### src/rtl/ddr_arb_pkg.sv
// Shared types and constants for the DDR3 frame arbiter.
package ddr_arb_pkg;

  localparam int unsigned BEAT_BYTES = 16;

  typedef logic [1:0] state_t;
  localparam state_t S_IDLE = 2'd0;
  localparam state_t S_ARB  = 2'd1;
  localparam state_t S_CMD  = 2'd2;
  localparam state_t S_WAIT = 2'd3;

endpackage

### src/rtl/ddr3_frame_arbiter_if.sv
// Burst command handshake between the frame arbiter and the DDR3 AXI burst engine.
interface ddr3_frame_arbiter_if #(
  parameter int unsigned ADDR_W = 30
);
  logic              cmd_valid;
  logic              cmd_ready;
  logic              cmd_wr;
  logic [ADDR_W-1:0] cmd_addr;
  logic [7:0]        cmd_len;
  logic              burst_done;
  logic              busy;

  modport master (
    output cmd_valid, cmd_wr, cmd_addr, cmd_len, busy,
    input  cmd_ready, burst_done
  );

  modport slave (
    input  cmd_valid, cmd_wr, cmd_addr, cmd_len, busy,
    output cmd_ready, burst_done
  );
endinterface

### src/rtl/ddr_addr_gen.sv
// Per-side burst address generator: wrap between begin/end, ping-pong bank, deferred restart.
module ddr_addr_gen #(
  parameter int unsigned ADDR_W      = 30,
  parameter int unsigned BURST_BYTES = 1024,
  parameter logic        INIT_BANK   = 1'b0
) (
  input  logic              clk,
  input  logic              rst,
  input  logic              init,
  input  logic [ADDR_W-1:0] b_addr,
  input  logic [ADDR_W-1:0] e_addr,
  input  logic              advance,
  input  logic              rst_req,
  input  logic              busy_side,
  input  logic              bank_load,
  input  logic              bank_val,
  output logic [ADDR_W-1:0] addr,
  output logic              bank,
  output logic              wrap
);
  logic [ADDR_W-1:0] addr_q, addr_d;
  logic              bank_q, bank_d;
  logic              pend_q, pend_d;
  logic [ADDR_W:0]   next_addr;

  always_comb begin
    next_addr = {1'b0, addr_q} + (ADDR_W+1)'(BURST_BYTES);
    wrap      = advance && !pend_q && !rst_req && (next_addr >= {1'b0, e_addr});
    addr_d    = addr_q;
    bank_d    = bank_q;
    pend_d    = pend_q;
    if (init) begin
      addr_d = b_addr;
      bank_d = INIT_BANK;
      pend_d = 1'b0;
    end else begin
      // A restart requested while this side's burst is in flight lands on its completion.
      if (advance) begin
        pend_d = 1'b0;
        if (pend_q || rst_req || wrap) addr_d = b_addr;
        else                            addr_d = next_addr[ADDR_W-1:0];
      end else if (rst_req) begin
        if (busy_side) pend_d = 1'b1;
        else           addr_d = b_addr;
      end
      if (bank_load) bank_d = bank_val;
    end
  end

  always_ff @(posedge clk) begin
    if (rst) begin
      addr_q <= '0;
      bank_q <= INIT_BANK;
      pend_q <= 1'b0;
    end else begin
      addr_q <= addr_d;
      bank_q <= bank_d;
      pend_q <= pend_d;
    end
  end

  assign addr = addr_q;
  assign bank = bank_q;
endmodule

### src/rtl/ddr3_frame_arbiter.sv
// Round-robin scheduler of camera write / display read bursts onto one DDR3 burst engine.
module ddr3_frame_arbiter
  import ddr_arb_pkg::*;
#(
  parameter int unsigned ADDR_W        = 30,
  parameter int unsigned BURST_LEN     = 64,
  parameter int unsigned BURST_BYTES   = BURST_LEN * BEAT_BYTES,
  parameter int unsigned CNT_W         = 10,
  parameter int unsigned RD_FIFO_DEPTH = 512,
  parameter int unsigned BANK_BIT      = 24
) (
  input  logic                 ui_clk,
  input  logic                 ui_rst,
  input  logic                 calib_done,
  input  logic                 pingpang,
  input  logic                 read_enable,
  input  logic [ADDR_W-1:0]    wr_b_addr,
  input  logic [ADDR_W-1:0]    wr_e_addr,
  input  logic [ADDR_W-1:0]    rd_b_addr,
  input  logic [ADDR_W-1:0]    rd_e_addr,
  input  logic                 wr_rst,
  input  logic                 rd_rst,
  input  logic [CNT_W-1:0]     wr_fifo_cnt,
  input  logic [CNT_W-1:0]     rd_fifo_cnt,
  ddr3_frame_arbiter_if.master cmd_if
);
  state_t            state_q, state_d;
  logic              last_wr_q, last_wr_d;
  logic              sel_wr_q, sel_wr_d;
  logic              hold_q, hold_d;
  logic              cmd_valid_q, cmd_valid_d;
  logic              cmd_wr_q, cmd_wr_d;
  logic [ADDR_W-1:0] cmd_addr_q, cmd_addr_d;
  logic              busy_q, busy_d;

  logic              init, wr_elig, rd_elig, grant_wr;
  logic              wr_busy, rd_busy, wr_adv, rd_adv;
  logic              wr_wrap, rd_wrap, wr_bank, rd_bank;
  logic [ADDR_W-1:0] wr_addr, rd_addr, grant_addr;

  assign init    = (state_q == S_IDLE) && calib_done;
  assign wr_elig = wr_fifo_cnt >= CNT_W'(BURST_LEN);
  assign rd_elig = read_enable && (rd_fifo_cnt <= CNT_W'(RD_FIFO_DEPTH - BURST_LEN));
  assign grant_wr = wr_elig && (!rd_elig || !last_wr_q);
  assign wr_busy = ((state_q == S_CMD) || (state_q == S_WAIT)) && sel_wr_q;
  assign rd_busy = ((state_q == S_CMD) || (state_q == S_WAIT)) && !sel_wr_q;
  assign wr_adv  = (state_q == S_WAIT) && cmd_if.burst_done && sel_wr_q;
  assign rd_adv  = (state_q == S_WAIT) && cmd_if.burst_done && !sel_wr_q;

  ddr_addr_gen #(.ADDR_W(ADDR_W), .BURST_BYTES(BURST_BYTES), .INIT_BANK(1'b0)) u_wr_gen (
    .clk(ui_clk), .rst(ui_rst), .init(init), .b_addr(wr_b_addr), .e_addr(wr_e_addr),
    .advance(wr_adv), .rst_req(wr_rst), .busy_side(wr_busy),
    .bank_load(wr_wrap && pingpang), .bank_val(!wr_bank),
    .addr(wr_addr), .bank(wr_bank), .wrap(wr_wrap)
  );

  // On a write-frame wrap the display moves to the frame just completed.
  ddr_addr_gen #(.ADDR_W(ADDR_W), .BURST_BYTES(BURST_BYTES), .INIT_BANK(1'b1)) u_rd_gen (
    .clk(ui_clk), .rst(ui_rst), .init(init), .b_addr(rd_b_addr), .e_addr(rd_e_addr),
    .advance(rd_adv), .rst_req(rd_rst), .busy_side(rd_busy),
    .bank_load((wr_wrap && pingpang && !rd_busy) || rd_wrap),
    .bank_val(rd_wrap ? !wr_bank : wr_bank),
    .addr(rd_addr), .bank(rd_bank), .wrap(rd_wrap)
  );

  always_comb begin
    grant_addr = grant_wr ? wr_addr : rd_addr;
    if (pingpang && (grant_wr ? wr_bank : rd_bank)) grant_addr[BANK_BIT] = 1'b1;
  end

  always_comb begin
    state_d     = state_q;
    last_wr_d   = last_wr_q;
    sel_wr_d    = sel_wr_q;
    hold_d      = hold_q;
    cmd_valid_d = cmd_valid_q;
    cmd_wr_d    = cmd_wr_q;
    cmd_addr_d  = cmd_addr_q;
    busy_d      = busy_q;
    case (state_q)
      S_IDLE: if (calib_done) state_d = S_ARB;
      S_ARB: begin
        // One settle cycle after a burst so the fill counts reflect the completed transfer.
        if (hold_q) begin
          hold_d = 1'b0;
        end else if (wr_elig || rd_elig) begin
          state_d     = S_CMD;
          cmd_valid_d = 1'b1;
          cmd_wr_d    = grant_wr;
          cmd_addr_d  = grant_addr;
          sel_wr_d    = grant_wr;
          last_wr_d   = grant_wr;
        end
      end
      S_CMD: if (cmd_if.cmd_ready) begin
        state_d     = S_WAIT;
        cmd_valid_d = 1'b0;
        busy_d      = 1'b1;
      end
      S_WAIT: if (cmd_if.burst_done) begin
        state_d = S_ARB;
        busy_d  = 1'b0;
        hold_d  = 1'b1;
      end
      default: state_d = S_IDLE;
    endcase
    if (!calib_done) begin
      state_d     = S_IDLE;
      cmd_valid_d = 1'b0;
      busy_d      = 1'b0;
      hold_d      = 1'b0;
    end
  end

  always_ff @(posedge ui_clk) begin
    if (ui_rst) begin
      state_q     <= S_IDLE;
      last_wr_q   <= 1'b0;
      sel_wr_q    <= 1'b0;
      hold_q      <= 1'b0;
      cmd_valid_q <= 1'b0;
      cmd_wr_q    <= 1'b0;
      cmd_addr_q  <= '0;
      busy_q      <= 1'b0;
    end else begin
      state_q     <= state_d;
      last_wr_q   <= last_wr_d;
      sel_wr_q    <= sel_wr_d;
      hold_q      <= hold_d;
      cmd_valid_q <= cmd_valid_d;
      cmd_wr_q    <= cmd_wr_d;
      cmd_addr_q  <= cmd_addr_d;
      busy_q      <= busy_d;
    end
  end

  assign cmd_if.cmd_valid = cmd_valid_q;
  assign cmd_if.cmd_wr    = cmd_wr_q;
  assign cmd_if.cmd_addr  = cmd_addr_q;
  assign cmd_if.cmd_len   = 8'(BURST_LEN - 1);
  assign cmd_if.busy      = busy_q;
endmodule

### src/flat_wrapper.sv
// flat-port wrapper written by rule: the top's interface ports become plain ports
module ddr3_frame_arbiter_flat import ddr_arb_pkg::*;
#(
  parameter int unsigned ADDR_W        = 30,
  parameter int unsigned BURST_LEN     = 64,
  parameter int unsigned BURST_BYTES   = BURST_LEN * BEAT_BYTES,
  parameter int unsigned CNT_W         = 10,
  parameter int unsigned RD_FIFO_DEPTH = 512,
  parameter int unsigned BANK_BIT      = 24
)
  (ui_clk, ui_rst, calib_done, pingpang, read_enable, wr_b_addr, wr_e_addr, rd_b_addr, rd_e_addr, wr_rst, rd_rst, wr_fifo_cnt, rd_fifo_cnt, cmd_if_cmd_valid, cmd_if_cmd_wr, cmd_if_cmd_addr, cmd_if_cmd_len, cmd_if_busy, cmd_if_cmd_ready, cmd_if_burst_done);
  ddr3_frame_arbiter_if #(.ADDR_W(ADDR_W)) cmd_if_i ();
  input  logic ui_clk;
  input  logic ui_rst;
  input  logic calib_done;
  input  logic pingpang;
  input  logic read_enable;
  input  logic [ADDR_W-1:0] wr_b_addr;
  input  logic [ADDR_W-1:0] wr_e_addr;
  input  logic [ADDR_W-1:0] rd_b_addr;
  input  logic [ADDR_W-1:0] rd_e_addr;
  input  logic wr_rst;
  input  logic rd_rst;
  input  logic [CNT_W-1:0] wr_fifo_cnt;
  input  logic [CNT_W-1:0] rd_fifo_cnt;
  output wire logic [$bits(cmd_if_i.cmd_valid)-1:0] cmd_if_cmd_valid;
  output wire logic [$bits(cmd_if_i.cmd_wr)-1:0] cmd_if_cmd_wr;
  output wire logic [$bits(cmd_if_i.cmd_addr)-1:0] cmd_if_cmd_addr;
  output wire logic [$bits(cmd_if_i.cmd_len)-1:0] cmd_if_cmd_len;
  output wire logic [$bits(cmd_if_i.busy)-1:0] cmd_if_busy;
  input wire logic [$bits(cmd_if_i.cmd_ready)-1:0] cmd_if_cmd_ready;
  input wire logic [$bits(cmd_if_i.burst_done)-1:0] cmd_if_burst_done;
  assign cmd_if_cmd_valid = cmd_if_i.cmd_valid;
  assign cmd_if_cmd_wr = cmd_if_i.cmd_wr;
  assign cmd_if_cmd_addr = cmd_if_i.cmd_addr;
  assign cmd_if_cmd_len = cmd_if_i.cmd_len;
  assign cmd_if_busy = cmd_if_i.busy;
  assign cmd_if_i.cmd_ready = cmd_if_cmd_ready;
  assign cmd_if_i.burst_done = cmd_if_burst_done;
  ddr3_frame_arbiter #(.ADDR_W(ADDR_W), .BURST_LEN(BURST_LEN), .BURST_BYTES(BURST_BYTES), .CNT_W(CNT_W), .RD_FIFO_DEPTH(RD_FIFO_DEPTH), .BANK_BIT(BANK_BIT)) u_core (.ui_clk(ui_clk), .ui_rst(ui_rst), .calib_done(calib_done), .pingpang(pingpang), .read_enable(read_enable), .wr_b_addr(wr_b_addr), .wr_e_addr(wr_e_addr), .rd_b_addr(rd_b_addr), .rd_e_addr(rd_e_addr), .wr_rst(wr_rst), .rd_rst(rd_rst), .wr_fifo_cnt(wr_fifo_cnt), .rd_fifo_cnt(rd_fifo_cnt), .cmd_if(cmd_if_i));
endmodule
### config.mk
export PLATFORM = sky130hd
export DESIGN_NAME = ddr3_frame_arbiter_flat
export DESIGN_NICKNAME = d
export VERILOG_FILES = /design/src/rtl/ddr_arb_pkg.sv /design/src/rtl/ddr3_frame_arbiter_if.sv /design/src/rtl/ddr_addr_gen.sv /design/src/rtl/ddr3_frame_arbiter.sv /design/src/flat_wrapper.sv
export SDC_FILE = /design/constraint.sdc
export NUM_CORES = 1
export LEC_CHECK = 0
export ABC_AREA = 1
export ABC_CLOCK_PERIOD_IN_PS = 3000
export CAP_MARGIN = 15
export CORE_MARGIN = 5
export CORE_UTILIZATION = 45
export DETAILED_ROUTE_END_ITERATION = 10
export GPL_ROUTABILITY_DRIVEN = 1
export PLACE_DENSITY = 0.74
export SYNTH_ARGS = -nofsm -noshare
export SYNTH_HDL_FRONTEND = slang
export SYNTH_SLANG_ARGS = --single-unit
### constraint.sdc
create_clock -name ui_clk -period 3 [get_ports ui_clk]
set_input_delay 0.6 -clock ui_clk [delete_from_list [all_inputs] [get_ports ui_clk]]
set_output_delay 0.6 -clock ui_clk [all_outputs]
set_load 0.03 [all_outputs]
After elaboration in Yosys (flattened, before gate mapping)
Index checks and enable logic that the tools add are counted.
{ "totals": {"inputBits": 149, "latch_bits": 0, "word_cells": 109, "reg_bits": 100, "ram_bits": 0, "romBits": 0, "n_memories": 0, "out_inout_bits": 41} }
{ "classes": {"order_cmp": 4, "muxes": 28, "multipliers": 0, "bitwise": 2, "n_reduce_logical": 52, "shifts": 0, "eq_ne": 9, "n_addsub": 2, "div_mod_pow": 0} }
{ "ops": {"columns": ["op", "n"], "rows": [
  ["$mux W30", 11],
  ["$add A30 B11 Y31 const B", 2],
  ["$ge A31 B30 Y1", 2],
  ["$logic_and A1 B1 Y1", 17],
  ["$ge A10 B7 Y1 const B", 1],
  ["$le A10 B9 Y1 const B", 1],
  ["$reduce_and A2 Y1", 5],
  ["$mux W1", 9],
  ["$logic_not A1 Y1", 8],
  ["$logic_or A1 B1 Y1", 8],
  ["$mux W2", 4],
  ["$pmux W2 S4", 1],
  ["$reduce_and A4 Y1", 2],
  ["$ne A2 B2 Y1 const B", 3],
  ["$ne A3 B2 Y1 const B", 2],
  ["$pmux W1 S2", 3],
  ["$reduce_and A3 Y1", 2],
  ["$reduce_bool A2 Y1", 3],
  ["$reduce_bool A3 Y1", 2],
  ["$reduce_or A3 Y1", 2],
  ["$eq A2 B2 Y1 const B", 2],
  ["$reduce_or A2 Y1", 2],
  ["$eq A2 B1 Y1 const B", 1],
  ["$logic_not A2 Y1", 1],
  ["other kinds (2)", 3]
]} }

Logic depth before layout (Yosys ltp)
{ "depth": {"ltp_word": 10, "ltp_mapped": 22, "depth_no_buf": 21} }

By module
From an unflattened synthesis, not the netlist that was laid out.
{ "hier_totals": {"cells_unflattened": 1338, "hier_area_um2": 8176.6} }
{ "modules_own_cells": {"columns": ["module", "cells_per_inst", "area_each_um2", "seq_area_each_um2", "instances"], "rows": [
  ["ddr_addr_gen at u_core.u_rd_gen", 508, 3070.4, 640.6, 1],
  ["ddr_addr_gen at u_core.u_wr_gen", 502, 3032.9, 640.6, 1],
  ["ddr3_frame_arbiter", 328, 2073.2, 720.7, 1]
]} }

Worst setup path after synthesis
Ideal clock, no wire load.
{ "synth_timing": {"kind": "register to register", "start": "register u_core.u_rd_gen.addr_q[10] (netlist: u_core.u_rd_gen.addr[10])", "end": "register u_core.u_rd_gen.addr_q[10] (netlist: u_core.u_rd_gen.addr[10])", "path_stages_with_launch": 21, "t_arrival_ns": 2.666, "t_required_ns": 2.891, "setup_time_ns": 0.109, "n_path_buf": 1, "period_less_slack_ns": 2.775, "path_slack_ns": 0.225, "path_cell_list": "dfxtp_1 -> ha_1 -> nand3_1 -> nor2_1 -> nand3_1 -> nor2_1 -> xor2_1 -> inv_1 -> ha_1 -> nand2_1 -> nor2_1 -> nand2_1 -> nor2_1 -> nand2_1 -> a21oi_1 -> nor2_4 -> buf_2 -> nand4_1 -> nand3_1 -> nand2_1 -> inv_1"} }
{ "synth_between": {"elab_chain_cells": 7} }
{ "synth_rtl": {"columns": ["element", "line_no", "source"], "rows": [
  ["start, declared", "ddr_addr_gen.sv:21", "logic [ADDR_W-1:0] addr_q, addr_d;"],
  ["start signal, assigned", "ddr_addr_gen.sv:56", "addr_q <= addr_d;"],
  ["$add A30 B11 Y31 (*)", "ddr_addr_gen.sv:27", "next_addr = {1'b0, addr_q} + (ADDR_W+1)'(BURST_BYTES);"],
  ["$ge A31 B30 Y1", "ddr_addr_gen.sv:28", "wrap = advance && !pend_q && !rst_req && (next_addr >= {1'b0, e_addr});"],
  ["$logic_and A1 B1 Y1", "ddr_addr_gen.sv:28", null],
  ["$logic_or A1 B1 Y1", "ddr_addr_gen.sv:40", "if (pend_q || rst_req || wrap) addr_d = b_addr;"],
  ["$mux W30 (*)", "ddr_addr_gen.sv:40", null],
  ["$mux W30 (*)", "ddr_addr_gen.sv:38", "if (advance) begin"],
  ["$mux W30 (*)", "ddr_addr_gen.sv:32", "if (init) begin"]
]} }
Mark *: on every way between the ends. The rest lies on a longest branch, timed or not.
A chain may end at the register's enable or synchronous reset.

Worst setup path after layout
{ "layout_timing": {"start": "register u_core.u_rd_gen.addr_q[16] (netlist: u_core.u_rd_gen.addr[16])", "end": "register u_core.u_rd_gen.addr_q[7] (netlist: u_core.u_rd_gen.addr[7])"} }
{ "layout_between": {"elab_chain_cells": 7} }
{ "layout_rtl": {"columns": ["element", "line_no"], "rows": [
  ["$add A30 B11 Y31", "ddr_addr_gen.sv:27"],
  ["$ge A31 B30 Y1", "ddr_addr_gen.sv:28"],
  ["$logic_and A1 B1 Y1", "ddr_addr_gen.sv:28"],
  ["$logic_or A1 B1 Y1", "ddr_addr_gen.sv:40"],
  ["$mux W30", "ddr_addr_gen.sv:40"],
  ["$mux W30", "ddr_addr_gen.sv:38"],
  ["$mux W30", "ddr_addr_gen.sv:32"]
]} }
Every way passes these cells.

==> impl.org <==
** Run status
- The run finished with clean final reports.

** Synth
- Synthesized cell area :: between 0.007 and 0.008 mm2
- Number of instances in the synthesized netlist :: roughly 1.2k
- Netlist cell types :: 42
- Synthesis inferred 100 register bits.
- The share of the Yosys chip area taken by registers is 0.256.
- Avg Inst Size Synth :: 6.29 um2
- Yosys printed 0 warnings.

** Power and ir drop
- Pwr Density :: between 300 and 400 mW/mm2
- For this design the static power due to leakage is approximately 0.0057 uW.
- VDD sags by at most between 0.2 and 0.3 mV.

** Clock network
- No sink is reached through more buffers than the 2 on the longest clock path.
- The root buffer cell chosen for the clock tree is sky130_fd_sc_hd__clkbuf_16.
- Post-CTS clock slew at the launch and capture registers of the worst setup and hold paths :: around 0.070 ns
- Worst-Skew Late Latency :: around 0.36 ns
- The number of hold buffers added after CTS was 0.
- CTS H-tree lvls :: 3
- Clock net sink count :: 100
- Total clock buffers created by CTS :: 9
- TritonCTS built the clock tree.

** Detailed routing
- The first routing iteration left roughly 700 violations.
- Highest routed metal layer :: met4
- Aggregate routed wire length :: roughly 25,000 um
- For this block, wires on met1 add up to 10,700 um.
- After detailed routing, the met3 layer carries around 1700 um of wire.
- Detailed-route wire length per cell :: around 15 um
- Via/cell ratio :: between 5 and 6
- Routed Antenna Nets :: 0
- DRC Markers :: 0
- Via count :: around 8.7k
- In the detailed route, the total length drawn on met2 is ~12,000 um.
- Pre-Repair DR Iteration Count :: 6

** Floorplanning
- Chip height :: ~140 um
- The initial utilization of the core area, before any placement, comes to 0.455.
- The floorplan step set the die width to approximately 140 um.
- Row generation in the floorplan step produced 48 rows.
- The region available for standard cell placement spans between 0.015 and 0.02 mm2.
- The die covers between 0.02 and 0.025 mm2.
- Boundary Pins :: 190

** Setup path
- The signal on the critical path passes through nand2_4 > nor3_4 > nand2_2 > nor3_4 > xor2_2 > ha_1 > nand2_1 > nor2_1 > nand2_1 > nor2_2 > nand2_1 > a21oi_2 > nor2_4 > nand3_4 > nand2_4 > clkinvlp_4 > nor2_1 > nor2_1.
- Data arrival at the endpoint of the critical path :: between 3 and 4 ns
- In this design, the stage delay of the slowest critical-path cell is just under 0.4 ns.
- Critical path's slowest cell :: sky130_fd_sc_hd__dfxtp_4
- Endpoint type of the worst setup path :: flip-flop
- The critical path in this run is classified as reg2reg.
- Of all nets on the critical path, the largest fanout is 7.
- For the worst setup path, the data required time is 3.25 ns.
- STA classifies the critical path startpoint as a flip-flop.

** STA
- Final Hold Violating Endpoints :: 0
- The worst pin sits at a relative slew slack of 0.497.
- Across the routed clock network, the largest skew measured is between 0.007 and 0.008 ns.
- Dividing the final minimum period by the clock period gives 0.984.
- Pins Over Slew Limit :: 0
- Timing would allow up to about 340 MHz.
- Unrepaired setup endpoints after global routing :: true
- Transition time at the pin with the least slew margin :: 0.751 ns
- The smallest clock period supported by the final layout is computed as between 2 and 3 ns.
- Setup violations remaining at the end of the flow were counted as 0.
- Hold is met by ~0.45 ns.

** GRT
- The initial antenna violation count came to 0.
- The number of global-route vias before repair is 7,800.
- Gr usage total :: 0.227
- Global routing finished with a remaining overflow of 0.
- Pin count of the biggest net entering global routing :: 44
- Wire length of the first global-routing pass :: approximately 37,000 um

** Final layout
- The net count of the finished layout is around 1.7k.
- # diodes :: 0
- The area growth from synthesis to layout is 46.0%.
- Fraction of layout instances using a drive strength above 1 :: 0.171
- Once layout is done, the placed cells without fillers occupy 0.0114 mm2.

** Placed design
- Once placement finished, the instance area stood at just over 0.01 mm2.
- Detail Placement HPWL :: between 15,000 and 20,000 um
- GPL Wtd Cong :: just over 0.9
- Count of input and output buffers :: around 180

** Flow run
- MaxCap Viol Count :: 0

** Min path
- The tightest min-delay check is of the reg2reg type.
-- per-stage QoR --
stage / worst slack, ns / power [uW] / std cells / util / TNS [ns]
2_1_floorplan: 0.225 / 2240 / 1248 / - / 0
3_3_place_gp: -0.0940 / 2760 / 1660 / 0.595 / -1.38
3_5_place_dp: -0.0827 / 2790 / 1661 / 0.597 / -1.50
4_1_cts: 0.00431 / 3940 / 1679 / 0.615 / 0
5_1_grt: -0.148 / 4300 / 1706 / 0.664 / -3.44
6_report: 0.0487 / 4080 / 1706 / 0.664 / 0
-- power by group --
| part | switching (uW) | internal [uW] | leakage [uW] |
|---|---|---|---|
| clock | 574 | 579 | 0.000139 |
| combinational | 732 | 645 | 0.00476 |
| sequential | 111 | 1440 | 0.000834 |
| total | 1420 | 2660 | 0.00573 |
-- what timing repair did --
item / 4_1_cts / 5_1_grt
setup buffers: 2 / 23
setup endpoints to repair: 44 / 62
pin swaps: 2 / 38
resized for setup: 3 / 145
cloned: 0 / 5
-- worst max-delay path: cells and delay by family, from the launching register on --
kind | cells | cell delay [ns]
AND/OR/NAND/NOR | 14 | 1.65
flip-flops | 1 | 0.39
adder cells (fa/ha/maj) | 1 | 0.30
XOR/XNOR | 1 | 0.27
buffers and inverters | 1 | 0.15
AO/OA/AOI/OAI | 1 | 0.08
-- synthesized netlist by cell type --
cell type,instances,share of area
sky130_fd_sc_hd__ha_1,67,0.11
sky130_fd_sc_hd__nand3b_1,24,0.023
sky130_fd_sc_hd__nand3b_4,1,0.0026
sky130_fd_sc_hd__clkinv_1,1,0.00048
sky130_fd_sc_hd__or2_2,2,0.0016
sky130_fd_sc_hd__nor2_1,119,0.057
sky130_fd_sc_hd__xnor2_1,8,0.0090
sky130_fd_sc_hd__o21bai_1,1,0.00096
sky130_fd_sc_hd__nor3_2,1,0.0013
sky130_fd_sc_hd__a21oi_2,6,0.0067
sky130_fd_sc_hd__a21oi_1,64,0.041
sky130_fd_sc_hd__a31o_2,1,0.0011
sky130_fd_sc_hd__xor2_1,21,0.024
sky130_fd_sc_hd__buf_1,2,0.00096
sky130_fd_sc_hd__dfxtp_1,100,0.26
sky130_fd_sc_hd__conb_1,2,0.00096
sky130_fd_sc_hd__inv_2,2,0.00096
sky130_fd_sc_hd__nor2_4,2,0.0029
sky130_fd_sc_hd__a221oi_1,1,0.0011
sky130_fd_sc_hd__nor3_4,1,0.0021
sky130_fd_sc_hd__o211ai_1,14,0.013
sky130_fd_sc_hd__o21ai_0,57,0.037
sky130_fd_sc_hd__buf_4,9,0.0086
sky130_fd_sc_hd__nor4_1,4,0.0032
sky130_fd_sc_hd__nand3_4,1,0.0022
sky130_fd_sc_hd__nand3_2,1,0.0013
sky130_fd_sc_hd__nand3_1,74,0.047
sky130_fd_sc_hd__nor3b_1,1,0.00096
sky130_fd_sc_hd__a31oi_1,1,0.00080
sky130_fd_sc_hd__buf_6,3,0.0043
sky130_fd_sc_hd__buf_2,13,0.0083
sky130_fd_sc_hd__o221ai_1,9,0.010
sky130_fd_sc_hd__nand2_2,1,0.00080
sky130_fd_sc_hd__a21o_1,1,0.00096
sky130_fd_sc_hd__nand4_1,47,0.038
sky130_fd_sc_hd__and2_1,1,0.00080
sky130_fd_sc_hd__inv_1,227,0.11
sky130_fd_sc_hd__nor2_2,4,0.0032
sky130_fd_sc_hd__nand2_1,302,0.15
sky130_fd_sc_hd__nor3_1,8,0.0051
sky130_fd_sc_hd__o21ai_1,5,0.0032
sky130_fd_sc_hd__clkbuf_1,33,0.016
-- sequential cells by signal, indices dropped and copies added, names as in the netlist --
signal                   count
u_core.sel_wr_q              1
u_core.u_rd_gen.bank         1
u_core.u_wr_gen.bank         1
u_core.cmd_if.cmd_valid      1
u_core.cmd_if.cmd_addr      30
u_core.u_rd_gen.addr        30
u_core.u_wr_gen.addr        30
u_core.hold_q                1
u_core.state_q               2
u_core.u_rd_gen.pend_q       1
u_core.u_wr_gen.pend_q       1
u_core.cmd_if.busy           1
-- layout by cell type (no fill, tap or decap), types with 4 or more instances in the layout --
cell	instances
sky130_fd_sc_hd__a21oi_1	58
sky130_fd_sc_hd__a21oi_2	11
sky130_fd_sc_hd__buf_12	8
sky130_fd_sc_hd__buf_4	82
sky130_fd_sc_hd__buf_6	6
sky130_fd_sc_hd__clkbuf_16	11
sky130_fd_sc_hd__clkdlybuf4s50_1	175
sky130_fd_sc_hd__conb_1	8
sky130_fd_sc_hd__dfxtp_1	82
sky130_fd_sc_hd__dfxtp_2	11
sky130_fd_sc_hd__dfxtp_4	7
sky130_fd_sc_hd__ha_1	57
sky130_fd_sc_hd__ha_4	10
sky130_fd_sc_hd__inv_1	219
sky130_fd_sc_hd__inv_2	8
sky130_fd_sc_hd__nand2_1	278
sky130_fd_sc_hd__nand2_2	19
sky130_fd_sc_hd__nand2_4	5
sky130_fd_sc_hd__nand3_1	63
sky130_fd_sc_hd__nand3_2	9
sky130_fd_sc_hd__nand3_4	5
sky130_fd_sc_hd__nand3b_1	24
sky130_fd_sc_hd__nand4_1	47
sky130_fd_sc_hd__nor2_1	105
sky130_fd_sc_hd__nor2_2	15
sky130_fd_sc_hd__nor2_4	5
sky130_fd_sc_hd__nor3_2	4
sky130_fd_sc_hd__o211ai_1	14
sky130_fd_sc_hd__o21ai_0	56
sky130_fd_sc_hd__o21ai_1	4
sky130_fd_sc_hd__o221ai_1	8
sky130_fd_sc_hd__xnor2_1	4
sky130_fd_sc_hd__xor2_1	14
sky130_fd_sc_hd__xor2_2	7
-- cell type report --
class	instances	area [um2]
fill	1530	5770
timing repair buffer	274	2670
clock buffer	9	225
multi-input combinational	859	5250
timing repair inverter	2	15.0
clock inverter	7	58.8
inverter	230	868
tap	225	282
sequential	100	2040
-- logic make-up (layout without fill, tap and decap cells) --
| family | after synthesis | in the layout | synth area share |
|---|---|---|---|
| simple gates | 594 | 595 | 0.338 |
| buf+inv | 290 | 522 | 0.149 |
| compound gates | 160 | 160 | 0.116 |
| flops | 100 | 100 | 0.256 |
| fa+ha+maj | 67 | 67 | 0.107 |
| xor+xnor | 29 | 29 | 0.0325 |
| other cells | 2 | 8 | 0.000961 |
-- worst paths after layout --
path         cells past startpoint                                   from  slack (ns)                                   end
max                             18  u_core.u_rd_gen.addr[16]$_SDFFE_PP0P_        0.05  u_core.u_rd_gen.addr[7]$_SDFFE_PP0P_
min reg2reg                      2   u_core.cmd_if.cmd_valid$_SDFFE_PP0P_        0.45  u_core.cmd_if.cmd_valid$_SDFFE_PP0P_
min                              2   u_core.cmd_if.cmd_valid$_SDFFE_PP0P_        0.45  u_core.cmd_if.cmd_valid$_SDFFE_PP0P_
max reg2reg                     18  u_core.u_rd_gen.addr[16]$_SDFFE_PP0P_        0.05  u_core.u_rd_gen.addr[7]$_SDFFE_PP0P_
-- routing by layer --
metal | global-route usage | vias to the layer above
met5 | 0 | -
met4 | 0.0788 | 0
met3 | 0.0313 | 51
met2 | 0.378 | 319
met1 | 0.300 | 3906
li1 | - | 4409
Note: power is estimated with default switching activity, not from simulation.
